===== src/rtl/cpu_ctrl_seq.sv =====
// Fetch/decode/execute sequencer feeding an external 8-bit ALU; owns pc/acc/ir/mdr/zf.
// Optional memory-wait timeout enabled by defining CTRL_TIMEOUT_EN.
`timescale 1ns/1ps
module cpu_ctrl_seq #(
  parameter logic [7:0] RESET_PC       = 8'h00,
  parameter int         TIMEOUT_CYCLES = 16
) (
  input  logic       i_clk,
  input  logic       i_rst,
  output logic [7:0] o_mem_addr,
  output logic       o_mem_rd,
  input  logic [7:0] i_mem_rdata,
  input  logic       i_mem_ready,
  input  logic [7:0] i_alu_x,
  output logic [1:0] o_sel_A,
  output logic [2:0] o_sel_B,
  output logic       o_CI,
  output logic [7:0] o_mdr,
  output logic [7:0] o_acc,
  output logic [7:0] o_pc,
  output logic       o_zf,
  output logic       o_halted,
  output logic       o_err
);
  typedef enum logic [2:0] {S_FETCH, S_INC1, S_OPRD, S_EXEC, S_INC2, S_HALT} state_t;

  localparam logic [2:0] OP_NOP = 3'b000, OP_LDI = 3'b001, OP_ADD = 3'b010, OP_SUB = 3'b011,
                         OP_JMP = 3'b100, OP_JZ  = 3'b101, OP_RSV = 3'b110, OP_HLT = 3'b111;

  state_t     r_state, w_next;
  logic [7:0] r_pc, r_acc, r_ir, r_mdr;
  logic       r_zf, r_err;
  logic       w_rd, w_take, w_timeout, w_pc_we, w_acc_we;
  logic [2:0] w_op;

  // Gating with i_rst drops the request on the reset edge so a late ready is never taken.
  assign w_rd   = ((r_state == S_FETCH) || (r_state == S_OPRD)) && !i_rst;
  assign w_take = w_rd && i_mem_ready;
  assign w_op   = r_ir[7:5];

`ifdef CTRL_TIMEOUT_EN
  localparam int WW = $clog2(TIMEOUT_CYCLES + 1);
  logic [WW-1:0] r_wait;
  assign w_timeout = w_rd && !i_mem_ready && (r_wait == WW'(TIMEOUT_CYCLES - 1));

  // Counter is zero on every entry to a read state since it clears outside waits.
  always_ff @(posedge i_clk) begin
    if (i_rst)                    r_wait <= '0;
    else if (w_rd && !i_mem_ready) r_wait <= r_wait + 1'b1;
    else                          r_wait <= '0;
  end
  assign o_err = r_err;
`else
  assign w_timeout = 1'b0;
  assign o_err     = 1'b0;
`endif

  always_comb begin
    w_next   = r_state;
    o_sel_A  = 2'b10;
    o_sel_B  = 3'b100;
    o_CI     = 1'b0;
    w_pc_we  = 1'b0;
    w_acc_we = 1'b0;
    case (r_state)
      S_FETCH, S_OPRD: begin
        if (w_take)         w_next = (r_state == S_FETCH) ? S_INC1 : S_EXEC;
        else if (w_timeout) w_next = S_HALT;
      end
      S_INC1: begin
        o_CI    = 1'b1;
        w_pc_we = 1'b1;
        case (w_op)
          OP_NOP, OP_RSV: w_next = S_FETCH;
          OP_HLT:         w_next = S_HALT;
          default:        w_next = S_OPRD;
        endcase
      end
      S_EXEC: begin
        w_next = S_INC2;
        case (w_op)
          OP_LDI: begin o_sel_A = 2'b00; w_acc_we = 1'b1; end
          OP_ADD: begin o_sel_A = 2'b01; o_sel_B = 3'b000; w_acc_we = 1'b1; end
          OP_SUB: begin o_sel_A = 2'b01; o_sel_B = 3'b001; o_CI = 1'b1; w_acc_we = 1'b1; end
          OP_JMP: begin o_sel_A = 2'b00; w_pc_we = 1'b1; w_next = S_FETCH; end
          OP_JZ: begin
            if (r_zf) begin o_sel_A = 2'b00; w_pc_we = 1'b1; w_next = S_FETCH; end
          end
          default: w_next = S_FETCH;
        endcase
      end
      S_INC2: begin
        o_CI    = 1'b1;
        w_pc_we = 1'b1;
        w_next  = S_FETCH;
      end
      default: w_next = S_HALT;
    endcase
  end

  always_ff @(posedge i_clk) begin
    if (i_rst) begin
      r_state <= S_FETCH;
      r_pc    <= RESET_PC;
      r_acc   <= 8'h00;
      r_ir    <= 8'h00;
      r_mdr   <= 8'h00;
      r_zf    <= 1'b0;
      r_err   <= 1'b0;
    end else begin
      r_state <= w_next;
      if (w_take) begin
        r_mdr <= i_mem_rdata;
        if (r_state == S_FETCH) r_ir <= i_mem_rdata;
      end
      if (w_pc_we) r_pc <= i_alu_x;
      if (w_acc_we) begin
        r_acc <= i_alu_x;
        r_zf  <= (i_alu_x == 8'h00);
      end
      if (w_timeout) r_err <= 1'b1;
    end
  end

  assign o_mem_addr = r_pc;
  assign o_mem_rd   = w_rd;
  assign o_mdr      = r_mdr;
  assign o_acc      = r_acc;
  assign o_pc       = r_pc;
  assign o_zf       = r_zf;
  assign o_halted   = (r_state == S_HALT);
endmodule

===== config.mk =====
export PLATFORM = sky130hd
export DESIGN_NAME = cpu_ctrl_seq
export DESIGN_NICKNAME = d
export VERILOG_FILES = /design/src/rtl/cpu_ctrl_seq.sv
export SDC_FILE = /design/constraint.sdc
export NUM_CORES = 1
export LEC_CHECK = 0
export CAP_MARGIN = 30
export CORE_MARGIN = 4
export CORE_UTILIZATION = 39
export CTS_CLUSTER_SIZE = 12
export DETAILED_ROUTE_END_ITERATION = 16
export PLACE_DENSITY = 0.79
export SLEW_MARGIN = 10
export SYNTH_ARGS = -nofsm -noshare
export SYNTH_HDL_FRONTEND = slang
export SYNTH_SLANG_ARGS = --single-unit

===== constraint.sdc =====
create_clock -name i_clk -period 1.5 [get_ports i_clk]
set_clock_uncertainty 0.1 [all_clocks]
set_input_delay 0.3 -clock i_clk [delete_from_list [all_inputs] [get_ports i_clk]]
set_output_delay 0.3 -clock i_clk [all_outputs]
set_load 0.03 [all_outputs]

Word-level counts from Yosys, hierarchy flattened
Cells that the tools add are included.
{ "classes": {"n_eq_ne": 13, "n_mux": 18, "n_reduce_logical": 14} }
{ "op_table": {"columns": ["operator", "n"], "rows": [
  ["$eq A3 B3 Y1 const B", 6],
  ["$pmux W3 S2", 3],
  ["$eq A3 B2 Y1 const B", 4],
  ["$pmux W3 S4", 1],
  ["$reduce_or A2 Y1", 5],
  ["$mux W3", 3],
  ["$logic_not A8 Y1", 1],
  ["$eq A3 B1 Y1 const B", 2],
  ["$logic_not A3 Y1", 2],
  ["$mux W2", 3],
  ["$pmux W1 S2", 3],
  ["$pmux W2 S3", 1],
  ["$mux W1", 4],
  ["$reduce_or A3 Y1", 1],
  ["$logic_and A1 B1 Y1", 2],
  ["$ne A2 B2 Y1 const B", 1],
  ["$reduce_and A2 Y1", 1],
  ["$logic_not A1 Y1", 1],
  ["$logic_or A1 B1 Y1", 1]
]} }
{ "totals": {"ff_bits": 36, "output_inout_bits": 42, "word_cells": 51} }

Logic depth before layout (Yosys ltp)
Gate-level depths: netlist of run 1.
{ "depth": {"depth_word": 6, "ltp_mapped": 5} }

Worst setup path before layout of run 1
No wires, ideal clock.
{ "synth_path": {"path_kind": "reg2out", "from": "register r_ir[7]", "to": "output o_sel_A[1]", "arrival_ns": 1.723, "setup_slack_ns": -0.623, "stages_incl_launch_ff": 4, "n_path_buf": 1, "path_cell_list": "dfxtp_1 clkbuf_1 nand2_1 o311ai_0"} }
{ "synth_between": {"elab_chain_len": 4, "word_cells_on_any_way": 9, "cone_classes": "eq/ne: 5; mux: 2; reduce/logical: 2"} }
{ "synth_rtl": {"columns": ["element", "line_no", "text"], "rows": [
  ["start: declaration", "31", "logic [7:0] r_pc, r_acc, r_ir, r_mdr;"],
  ["start signal: assignment", "114", "if (r_state == S_FETCH) r_ir <= i_mem_rdata;"],
  ["$eq A3 B1 Y1 (tied with other cells)", "81", "case (w_op)"],
  ["$reduce_or A2 Y1 (no line)", null, null],
  ["$pmux W2 S3 *", "81", null],
  ["$mux W2 *", "65", "case (r_state)"],
  ["end: declaration", "15", "output logic [1:0] o_sel_A,"]
]} }
Every way passes the cells marked *; elsewhere a longest branch is shown, timed or not.

Worst setup path after layout of run 1
{ "layout_path": {"from": "register r_ir[7]", "to": "output o_CI"} }
{ "layout_between": {"elab_chain_len": 3} }
{ "layout_rtl": {"columns": ["element", "line_no", "text"], "rows": [
  ["$eq A3 B2 Y1", "81", null],
  ["$mux W1", "81", null],
  ["$pmux W1 S2", "65", null],
  ["end: declaration", "17", "output logic o_CI,"]
]} }
No other way between the ends.

==> summary.md, run 1 <==
| Metric | Value |
|---|---|
| Die Span Y | `70.7 um` |
| Core area | `3740 um^2` |
| R2R depth | `6` |
| Adder-Cell Fraction of Synth Area | `0%` |
| Clk pwr share | `32.4%` |
| Starting DRC count in detailed routing | `75` |
| Largest net degree at the start of global routing | `34` |
| Synth top cells by count | `dfxtp_1, nand2b_1, o21ai_0` |
| Power density cells | `823 nW/um^2` |
| Comb pwr share | `24.1%` |
| All-Layer GR Usage | `17.2%` |
| First-pass GRT wire length | `a little under 7000 um` |
| Post-layout util | `66.2%` |
| Maximum vdd drop | `0.475 mV` |
| Mapped Area | `1540 um^2` |
| Clock tree buffer depth | `2` |
| Worst setup path startpoint | `r_ir[7]$_SDFFE_PP0P_` |
| Largest family of logic cells by synthesized area | `simple AND/OR/NAND/NOR gates` |
| Critical-path maximum fanout | `3` |
| Share of cells above drive strength 1 | `about 29%` |
| DP Cell Count | `~280` |
| Worst path cell trace | `and4bb_2 -> and3_4 -> a21o_4 -> buf_6` |
| Final nets | `272` |
| Total clock sinks | `31` |
| Crit start category | `register` |
| Routed vias | `1491` |
| PortBufs | `a little under 60` |
| Fill cell instance count of the final layout | `321` |
| Dpl ws | `-295 ps` |
| Drt total wl | `about 4200 um` |
| Yosys warns | `0` |
| Slowest cell on the critical path | `dfxtp_2` |
| Critical path type | `reg2out` |
| Psw | `590 uW` |
| Worst Setup End Kind | `primary output` |
| Crit-path max cell delay | `~350 ps` |
| Non-Filler Instances | `301` |
| Grt ovf | `0` |
| Post-DRT Antenna Nets | `0` |
| Mux contribution to synthesized area | `5.22%` |
| Max_cap viols | `0` |
| Worst Path Arrival | `1380 ps` |
| Top-count cell post-synth | `dfxtp_1` |
| Reg2Reg Setup Slack | `-10 ps` |
| Final hold violations | `0` |
| Die ar. | `5000 um^2` |
| Initial antenna violation count | `0` |
| Final instance area | `2480 um^2` |
| Hold buffers post-CTS | `0` |
| WL/cell | `around 14 um` |
| Share of power burned in registers | `a little over two fifths` |
| Leak pwr | `approximately 1.1 nW` |
| Synth area leader | `dfxtp_1` |
| Diode count | `0` |
| Post-synthesis register bit count | `31` |
| Num rows | `22` |
| Yosys top cell area share | `40.4%` |
| CTS tree | `done` |
| Synth top area cells | `dfxtp_1, nand2b_1, buf_4` |
| FFs w/ async S/R, synth | `0%` |
| Max Slew Vio Count | `0` |
| Htree depth | `2` |
| CTS Buf Count | `5` |
| Final HPWL from detailed placement | `2810 um` |
| Worst-path clk slew | `around 70 ps` |
| # IOs | `61` |
| CP endpoint | `o_CI` |
| Layout area overhead | `61.5%` |
| Initial Utilization | `41.0%` |
| Setup WS post-layout | `-281 ps` |
| Setup repair after global routing missed its margin | `yes` |
| DRC Markers | `0` |
| Final hold slack | `approximately 360 ps` |
| Sw Ratio | `28.9%` |
| Min-delay worst type | `reg2reg` |
| Die width | `70.7 um` |
| Fmax | `0.561 GHz` |
| Status | `complete, but fails checks` |
| Vias per Instance | `4.95` |
| Pre-Repair DR Iteration Count | `4` |
| Syn avg cell area | `8.93 um^2` |
| Failing checks | `setup timing` |
| RR Startpoint | `r_state[2]$_SDFFE_PP0P_` |
| Number of library cell types mapped by synthesis | `37` |
| Critical Path RT | `around 1100 ps` |
| Dpl cell area | `approximately 2200 um^2` |
| Synth Area in Simple Gates | `a little over a quarter` |
| Cells after synthesis | `172` |
| Synth Area in Compound Gates | `around 16%` |
| Final Cycle Share | `119%` |
| Post-synth EDFFs | `0` |
| Sequential fraction of the synthesis area | `40.4%` |
| Vias in the first global route | `1456` |
| Final setup TNS | `-1150 ps` |
| Final Wtd Congestion | `around 0.8` |
| RR Endpoint | `o_mem_addr[3]$_SDFFE_PP0P_` |
| Most common flop cell mapped by yosys | `dfxtp_1` |
| P_int | `1.45 mW` |
| Clock root buffer | `clkbuf_8` |
| Clock latency on the worst-skew pair | `about 280 ps` |
| Xor-xnor portion of the synthesized cell area | `0.570%` |
| Power Total | `2.04 mW` |
| Post-layout min period | `between 1500 and 2000 ps` |
| Count of final setup violators | `13` |
==> placed cells by master (no fill, tap or decap), types with 8 or more instances in the layout <==
master,instances
nand2_1,11
nand3_1,11
mux2i_1,8
o21ai_0,12
buf_4,31
dfxtp_1,26
nand2b_1,26
buf_6,12
dlygate4sd2_1,30
clkdlybuf4s50_1,17
a21oi_1,13
==> layout make-up <==
type                       count  area (um^2)  share of cell area (%)
tap                           48         60.1                    2.42
clock buffer                   6         82.6                    3.33
sequential                    31          629                    25.4
multi-input combinational    119          835                    33.7
timing repair buffer          94          851                    34.3
inverter                       2         16.3                   0.656
clock inverter                 1         5.00                   0.202
==> power by group through the flow <==
stage / registers [mW] / clock network, mW / logic, mW
2_1_floorplan: 0.968 / 0 / 0.215
3_3_place_gp: 0.905 / 0 / 0.476
3_5_place_dp: 0.906 / 0 / 0.479
4_1_cts: 0.888 / 0.679 / 0.477
5_1_grt: 0.894 / 0.726 / 0.520
6_report: 0.887 / 0.662 / 0.491
==> metal layers <==
metal  share of wire (%)  track usage [%]  vias up
li1                    -                -      746
met4                 2.2             9.60        0
met5                   0                0        -
met1                  43             21.0      684
met3                 6.2             4.97        9
met2                  48             27.2       52
==> what timing repair did <==
action | in CTS | in global routing
pin swaps | 7 | 4
gates resized for setup | 54 | 14
setup buffers | 9 | 3
setup endpoints to repair | 41 | 30
==> worst max-delay path: cells and delay by family, from the launching register on <==
family / cells / cell delay [ps]
flops: 1 / 350
buf+inv: 1 / 130
compound gates: 1 / 180
simple gates: 2 / 440
==> flip-flops by register name, indices dropped and copies added, names as in the netlist <==
signal,flops
o_zf,1
o_acc,8
o_mdr,8
r_ir,3
r_state,3
o_mem_addr,8
==> how the worst min path moves through the flow <==
| stage | slack [ps] | cells after the start | from | to |
|---|---|---|---|---|
| final | 360 | 2 | o_mdr[6]$_SDFFE_PP0P_ | o_mdr[6]$_SDFFE_PP0P_ |
| after global routing | 390 | 2 | o_mdr[7]$_SDFFE_PP0P_ | o_mdr[7]$_SDFFE_PP0P_ |
| after CTS | 360 | 2 | o_mdr[6]$_SDFFE_PP0P_ | o_mdr[6]$_SDFFE_PP0P_ |
| after detailed placement | 350 | 2 | o_mdr[6]$_SDFFE_PP0P_ | o_mdr[6]$_SDFFE_PP0P_ |
| after global placement | 350 | 2 | o_mdr[5]$_SDFFE_PP0P_ | o_mdr[5]$_SDFFE_PP0P_ |
| after floorplan | 310 | 2 | i_mem_rdata[0] | o_mdr[0]$_SDFFE_PP0P_ |
==> cell families (layout without fill, tap and decap cells) <==
group	count (synthesis)	in the layout
buffers and inverters	23	103
AO/OA/AOI/OAI	42	42
multiplexers	8	8
other	1	2
AND/OR/NAND/NOR	66	66
flip-flops	31	31
XOR/XNOR	1	1
(Power assumes the default switching activity.)
==> run 2: changes to the inputs <==
--- a/config.mk
+++ b/config.mk
@@ -10,6 +10,8 @@
 export CORE_UTILIZATION = 39
 export CTS_CLUSTER_SIZE = 12
 export DETAILED_ROUTE_END_ITERATION = 16
+export GPL_TIMING_DRIVEN = 0
+export HOLD_SLACK_MARGIN = 0.08
 export PLACE_DENSITY = 0.79
 export SLEW_MARGIN = 10
 export SYNTH_ARGS = -nofsm -noshare
==> run 2 against run 1 <==
The run still ends with setup timing left. Fmax fell by 5.7%. Combinational power is 13% higher. Count of clock-buffer cells in the layout stayed put. Sequential power about the same. Wire length grew 15%. Cell count rose by 3.0%. Clock power hardly changed. Worst setup slack got worse by 110 ps. First-iteration DRC count up 45%. Global-route usage increased by 0.58 points. Design area rose by 6.9%. Non-clock buffer count grew 9. Critical endpoint unchanged.
==> summary.md, run 2 (synthesized netlist as in run 1, its figures left out) <==
| Metric | Value |
|---|---|
| Status | `complete, but fails checks (unchanged)` |
| Failing checks | `setup timing (unchanged)` |
| Max Slew Vio Count | `0 (unchanged)` |
| Core area | `3740 um^2 (unchanged)` |
| Sw Ratio | `29.4% (was 28.9%)` |
| Worst-path clk slew | `70 ps (about the same)` |
| Diode count | `0 (unchanged)` |
| Max_cap viols | `0 (unchanged)` |
| Clk pwr share | `31.6% (was 32.4%)` |
| Psw | `619 uW (was 590 uW)` |
| Crit-path max cell delay | `330 ps (was 350 ps)` |
| DRC Markers | `0 (unchanged)` |
| R2R depth | `6 (unchanged)` |
| Starting DRC count in detailed routing | `109 (was 75)` |
| Leak pwr | `1.18 nW (was 1.12 nW)` |
| Worst Setup End Kind | `primary output (unchanged)` |
| Most common cell after layout, fill and taps aside | `buf_4 (unchanged)` |
| Clock latency on the worst-skew pair | `290 ps (was 280 ps)` |
| Commonest cells after routing, fill and taps aside | `buf_4, nand2b_1, dfxtp_1, dlygate4sd2_1, buf_6 (was buf_4, dlygate4sd2_1, nand2b_1, dfxtp_1, clkdlybuf4s50_1)` |
| Fill cell instance count of the final layout | `292 (was 321)` |
| All-Layer GR Usage | `17.8% (was 17.2%)` |
| Slowest cell on the critical path | `dfxtp_2 (unchanged)` |
| PortBufs | `58 (unchanged)` |
| Critical Path RT | `1100 ps (about the same)` |
| Final HPWL from detailed placement | `2880 um (was 2810 um)` |
| Num rows | `22 (unchanged)` |
| P_int | `1.49 mW (was 1.45 mW)` |
| Worst setup path startpoint | `r_state[0]$_SDFFE_PP0P_ (was r_ir[7]$_SDFFE_PP0P_)` |
| Initial antenna violation count | `0 (unchanged)` |
| Final Cycle Share | `126% (was 119%)` |
| Share of cells above drive strength 1 | `40.8% (was 29.2%)` |
| CTS tree | `done (unchanged)` |
| First-pass GRT wire length | `7090 um (was 6800 um)` |
| CTS Buf Count | `5 (unchanged)` |
| Final hold violations | `0 (unchanged)` |
| Clock root buffer | `clkbuf_8 (unchanged)` |
| Post-layout min period | `1890 ps (was 1780 ps)` |
| Comb pwr share | `26.4% (was 24.1%)` |
| Final hold slack | `366 ps (was 359 ps)` |
| Die Span Y | `70.7 um (unchanged)` |
| Htree depth | `2 (unchanged)` |
| Critical-path maximum fanout | `5 (was 3)` |
| Cell mode on critical path | `buf_6` |
| Critical path type | `reg2out (unchanged)` |
| Vias per Instance | `5.23 (was 4.95)` |
| Power density cells | `795 nW/um^2 (was 823 nW/um^2)` |
| Min-delay worst type | `reg2reg (unchanged)` |
| DP Cell Count | `279 (was 283)` |
| Final Wtd Congestion | `0.761 (was 0.779)` |
| Vias in the first global route | `1499 (was 1456)` |
| Worst path cell trace | `buf_6 -> and4bb_2 -> and3_4 -> a21o_4 -> buf_6 (was and4bb_2 -> and3_4 -> a21o_4 -> buf_6)` |
| Routed vias | `1620 (was 1491)` |
| Pre-Repair DR Iteration Count | `4 (unchanged)` |
| # IOs | `61 (unchanged)` |
| Die width | `70.7 um (unchanged)` |
| Total clock sinks | `31 (unchanged)` |
| Post-DRT Antenna Nets | `0 (unchanged)` |
| Hold buffers post-CTS | `0 (unchanged)` |
| Setup WS post-layout | `-388 ps (was -281 ps)` |
| Final instance area | `2650 um^2 (was 2480 um^2)` |
| Fmax | `0.530 GHz (was 0.561 GHz)` |
| Layout area overhead | `72.6% (was 61.5%)` |
| Post-layout util | `70.8% (was 66.2%)` |
| Drt total wl | `4890 um (was 4240 um)` |
| Die ar. | `5000 um^2 (unchanged)` |
| Maximum vdd drop | `0.444 mV (was 0.475 mV)` |
| WL/cell | `15.8 um (was 14.1 um)` |
| Dpl ws | `-1260 ps (was -295 ps)` |
| Share of power burned in registers | `42.0% (was 43.5%)` |
| Count of final setup violators | `28 (was 13)` |
| Final nets | `281 (was 272)` |
| Non-Filler Instances | `310 (was 301)` |
| Worst Path Arrival | `1490 ps (was 1380 ps)` |
| Hold path depth | `2 (unchanged)` |
| Initial Utilization | `41.0% (unchanged)` |
| Largest net degree at the start of global routing | `11 (was 34)` |
| Crit start category | `register (unchanged)` |
| Grt ovf | `0 (unchanged)` |
| HP Start | `o_mdr[4]$_SDFFE_PP0P_ (was o_mdr[6]$_SDFFE_PP0P_)` |
| Clock tree buffer depth | `2 (unchanged)` |
| Dpl cell area | `2220 um^2 (was 2250 um^2)` |
| RR Startpoint | `r_state[0]$_SDFFE_PP0P_ (was r_state[2]$_SDFFE_PP0P_)` |
| Power Total | `2.11 mW (was 2.04 mW)` |
| Setup repair after global routing missed its margin | `yes (unchanged)` |
| Final setup TNS | `-2940 ps (was -1150 ps)` |
## run 2: cell count changes in the layout (fill, tap and decap cells not counted), sizes merged
| cell | previous run | this run |
|---|---|---|
| clkbuf | 6 | 11 |
| dlygate4sd2 | 30 | 23 |
| clkdlybuf4s18 | 0 | 1 |
| clkdlybuf4s15 | 3 | 8 |
| buf | 44 | 49 |
## run 2: area by class of cell
cell class,count,area [um^2],area share (%)
buffer,19,148,5.57
clock buffer,6,82.6,3.12
clock inverter,1,5.00,0.189
inverter,2,16.3,0.614
multi-input combinational,119,886,33.4
sequential,31,634,23.9
tap,48,60.1,2.27
timing repair buffer,84,818,30.9
## run 2: path summary, 6_finish.rpt
path	to	slack (ps)
min reg2reg	o_mdr[4]$_SDFFE_PP0P_	370
max reg2reg	r_ir[5]$_SDFFE_PP0P_	-250
min	o_mdr[4]$_SDFFE_PP0P_	370
max	o_CI	-390
## run 2: repair_timing
item,CTS,global route
buffers inserted,17,9
endpoints found under the setup margin,65,38
hold endpoints to repair,0,0
pin swaps,3,16
resized for setup,121,45
cloned,1,0
## run 2: worst max-delay path, delay by kind of cell (launching register included)
| family | cells | cell delay, ps |
|---|---|---|
| AND/OR/NAND/NOR | 2 | 430 |
| flip-flops | 1 | 330 |
| buffers and inverters | 2 | 250 |
| AO/OA/AOI/OAI | 1 | 180 |
## run 2: metal layers
layer,up-vias,track usage (%),wire (um)
li1,770,-,-
met1,764,20.9,1950
met2,74,29.1,2480
met3,12,5.40,325
met4,0,9.39,126
met5,-,0,0
## run 2: power groups by stage
stage	registers (mW)	clock network, mW	logic [mW]
floorplan	0.968	0	0.215
global placement	0.908	0	0.459
detailed placement	0.910	0	0.464
CTS	0.884	0.676	0.500
global route	0.890	0.714	0.587
finish	0.886	0.665	0.556
==> run 3: changes to the inputs <==
--- a/config.mk
+++ b/config.mk
@@ -12,6 +12,7 @@
 export DETAILED_ROUTE_END_ITERATION = 16
 export GPL_TIMING_DRIVEN = 0
 export HOLD_SLACK_MARGIN = 0.08
+export MAX_ROUTING_LAYER = met4
 export PLACE_DENSITY = 0.79
 export SLEW_MARGIN = 10
 export SYNTH_ARGS = -nofsm -noshare
==> run 3 against run 2 <==
Register-to-register slack barely moved. The run still ends with setup timing left. Fmax fell by 0.65%. Sequential power about the same.
==> summary.md, run 3 (synthesized netlist as in run 1, its figures left out) <==
| Metric | Value |
|---|---|
| Die Span Y | `70.7 um (unchanged)` |
| Clock tree buffer depth | `2 (unchanged)` |
| R2R depth | `6 (unchanged)` |
| Total clock sinks | `31 (unchanged)` |
| Pre-Repair DR Iteration Count | `4 (unchanged)` |
| Core area | `3740 um^2 (unchanged)` |
| Hold path depth | `3 (was 2)` |
| Fmax | `0.526 GHz (was 0.530 GHz)` |
| Layout area overhead | `71.1% (was 72.6%)` |
| CTS Buf Count | `5 (unchanged)` |
| WL/cell | `15.5 um (was 15.8 um)` |
| Vias per Instance | `5.29 (was 5.23)` |
| Routed vias | `1630 (was 1620)` |
| # IOs | `61 (unchanged)` |
| First-pass GRT wire length | `7080 um (was 7090 um)` |
| Critical path type | `reg2out (unchanged)` |
| Initial antenna violation count | `0 (unchanged)` |
| Num rows | `22 (unchanged)` |
| Diode count | `0 (unchanged)` |
| PortBufs | `58 (unchanged)` |
| Post-layout min period | `1900 ps (was 1890 ps)` |
| Max_cap viols | `0 (unchanged)` |
| Clock latency on the worst-skew pair | `290 ps (about the same)` |
| Starting DRC count in detailed routing | `92 (was 109)` |
| Count of final setup violators | `27 (was 28)` |
| Worst-path clk slew | `70 ps (about the same)` |
| Leak pwr | `1.16 nW (was 1.18 nW)` |
| Max Slew Vio Count | `0 (unchanged)` |
| Clock root buffer | `clkbuf_8 (unchanged)` |
| Setup WS post-layout | `-400 ps (was -388 ps)` |
| Non-Filler Instances | `308 (was 310)` |
| Post-DRT Antenna Nets | `0 (unchanged)` |
| Die ar. | `5000 um^2 (unchanged)` |
| Critical Path RT | `1100 ps (about the same)` |
| Critical-path maximum fanout | `5 (unchanged)` |
| Worst Path Arrival | `1500 ps (was 1490 ps)` |
| DRC Markers | `0 (unchanged)` |
| DP Cell Count | `279 (unchanged)` |
| Commonest cells after routing, fill and taps aside | `buf_4, nand2b_1, dfxtp_1, dlygate4sd2_1, clkdlybuf4s50_1 (was buf_4, nand2b_1, dfxtp_1, dlygate4sd2_1, buf_6)` |
| Largest net degree at the start of global routing | `11 (unchanged)` |
| All-Layer GR Usage | `18.4% (was 17.8%)` |
| Share of cells above drive strength 1 | `40.0% (was 40.8%)` |
| Status | `complete, but fails checks (unchanged)` |
| Grt ovf | `0 (unchanged)` |
| Htree depth | `2 (unchanged)` |
| Worst Setup End Kind | `primary output (unchanged)` |
| Final HPWL from detailed placement | `2880 um (unchanged)` |
| Vias in the first global route | `1501 (was 1499)` |
| Maximum vdd drop | `0.446 mV (was 0.444 mV)` |
| Drt total wl | `4780 um (was 4890 um)` |
| Final Cycle Share | `127% (was 126%)` |
| Final hold violations | `0 (unchanged)` |
| Final Wtd Congestion | `0.771 (was 0.761)` |
| CTS tree | `done (unchanged)` |
| Crit start category | `register (unchanged)` |
| Min-delay worst type | `in2reg (was reg2reg)` |
| Final nets | `279 (was 281)` |
| Initial Utilization | `41.0% (unchanged)` |
| Setup repair after global routing missed its margin | `yes (unchanged)` |
| Power Total | `2.10 mW (was 2.11 mW)` |
| Failing checks | `setup timing (unchanged)` |
| Most common cell after layout, fill and taps aside | `buf_4 (unchanged)` |
| Die width | `70.7 um (unchanged)` |
| Power density cells | `801 nW/um^2 (was 795 nW/um^2)` |
==> run 3: report_power, final <==
part	total [mW]	internal, mW	switching [mW]
Clock	0.668	0.359	0.309
Combinational	0.550	0.261	0.289
Sequential	0.885	0.862	0.0235
==> run 3: worst paths after layout <==
path	slack [ps]	to	from
max reg2reg	-260	r_ir[5]$_SDFFE_PP0P_	r_state[0]$_SDFFE_PP0P_
min	360	o_acc[3]$_SDFFE_PP0P_	i_rst
max	-400	o_CI	r_state[0]$_SDFFE_PP0P_
min reg2reg	370	o_mdr[4]$_SDFFE_PP0P_	o_mdr[4]$_SDFFE_PP0P_
==> run 3: cell type report <==
type                            count  area, um^2
Tap cell                           48        60.1
Clock buffer                        6        82.6
Inverter                            2        16.3
Sequential cell                    31         633
Multi-Input combinational cell    119         886
Timing Repair Buffer               82         796
Clock inverter                      1        5.00
Fill cell                         301        1120
Buffer                             19         148
==> run 3: worst max-delay path: stages, from the launching register on <==
cell	delay, ps
dfxtp_2	330
buf_6	120
and4bb_2	260
and3_4	180
a21o_4	180
buf_6	130
==> run 3: through the flow <==
step | instance area [um^2] | utilization [%] | setup TNS, ps | setup WS (ps) | hold slack (ps)
global route | 2630 | 70.2 | -5240 | -425 | 387
global placement | 2220 | 59.4 | -13560 | -1240 | 355
CTS | 2510 | 67.0 | -3700 | -363 | 368
detailed placement | 2220 | 59.4 | -14430 | -1260 | 358
finish | 2630 | 70.2 | -3760 | -400 | 364
floorplan | 1580 | - | -28.5 | -20.8 | 309
==> run 3: layer usage <==
layer | track usage (%) | part of all wire (%) | up-vias
met2 | 29.0 | 50 | 79
met4 | 9.39 | 3.4 | 0
met1 | 21.1 | 40 | 772
met5 | - | 0 | -
li1 | - | - | 763
met3 | 5.26 | 6.6 | 16
==> run 3: repair_timing <==
action	4_1_cts	5_1_grt
gates resized for setup	121	41
endpoints found under the setup margin	65	38
cloned	1	0
pin swaps	3	15
hold buffers	0	0
setup buffers	17	7
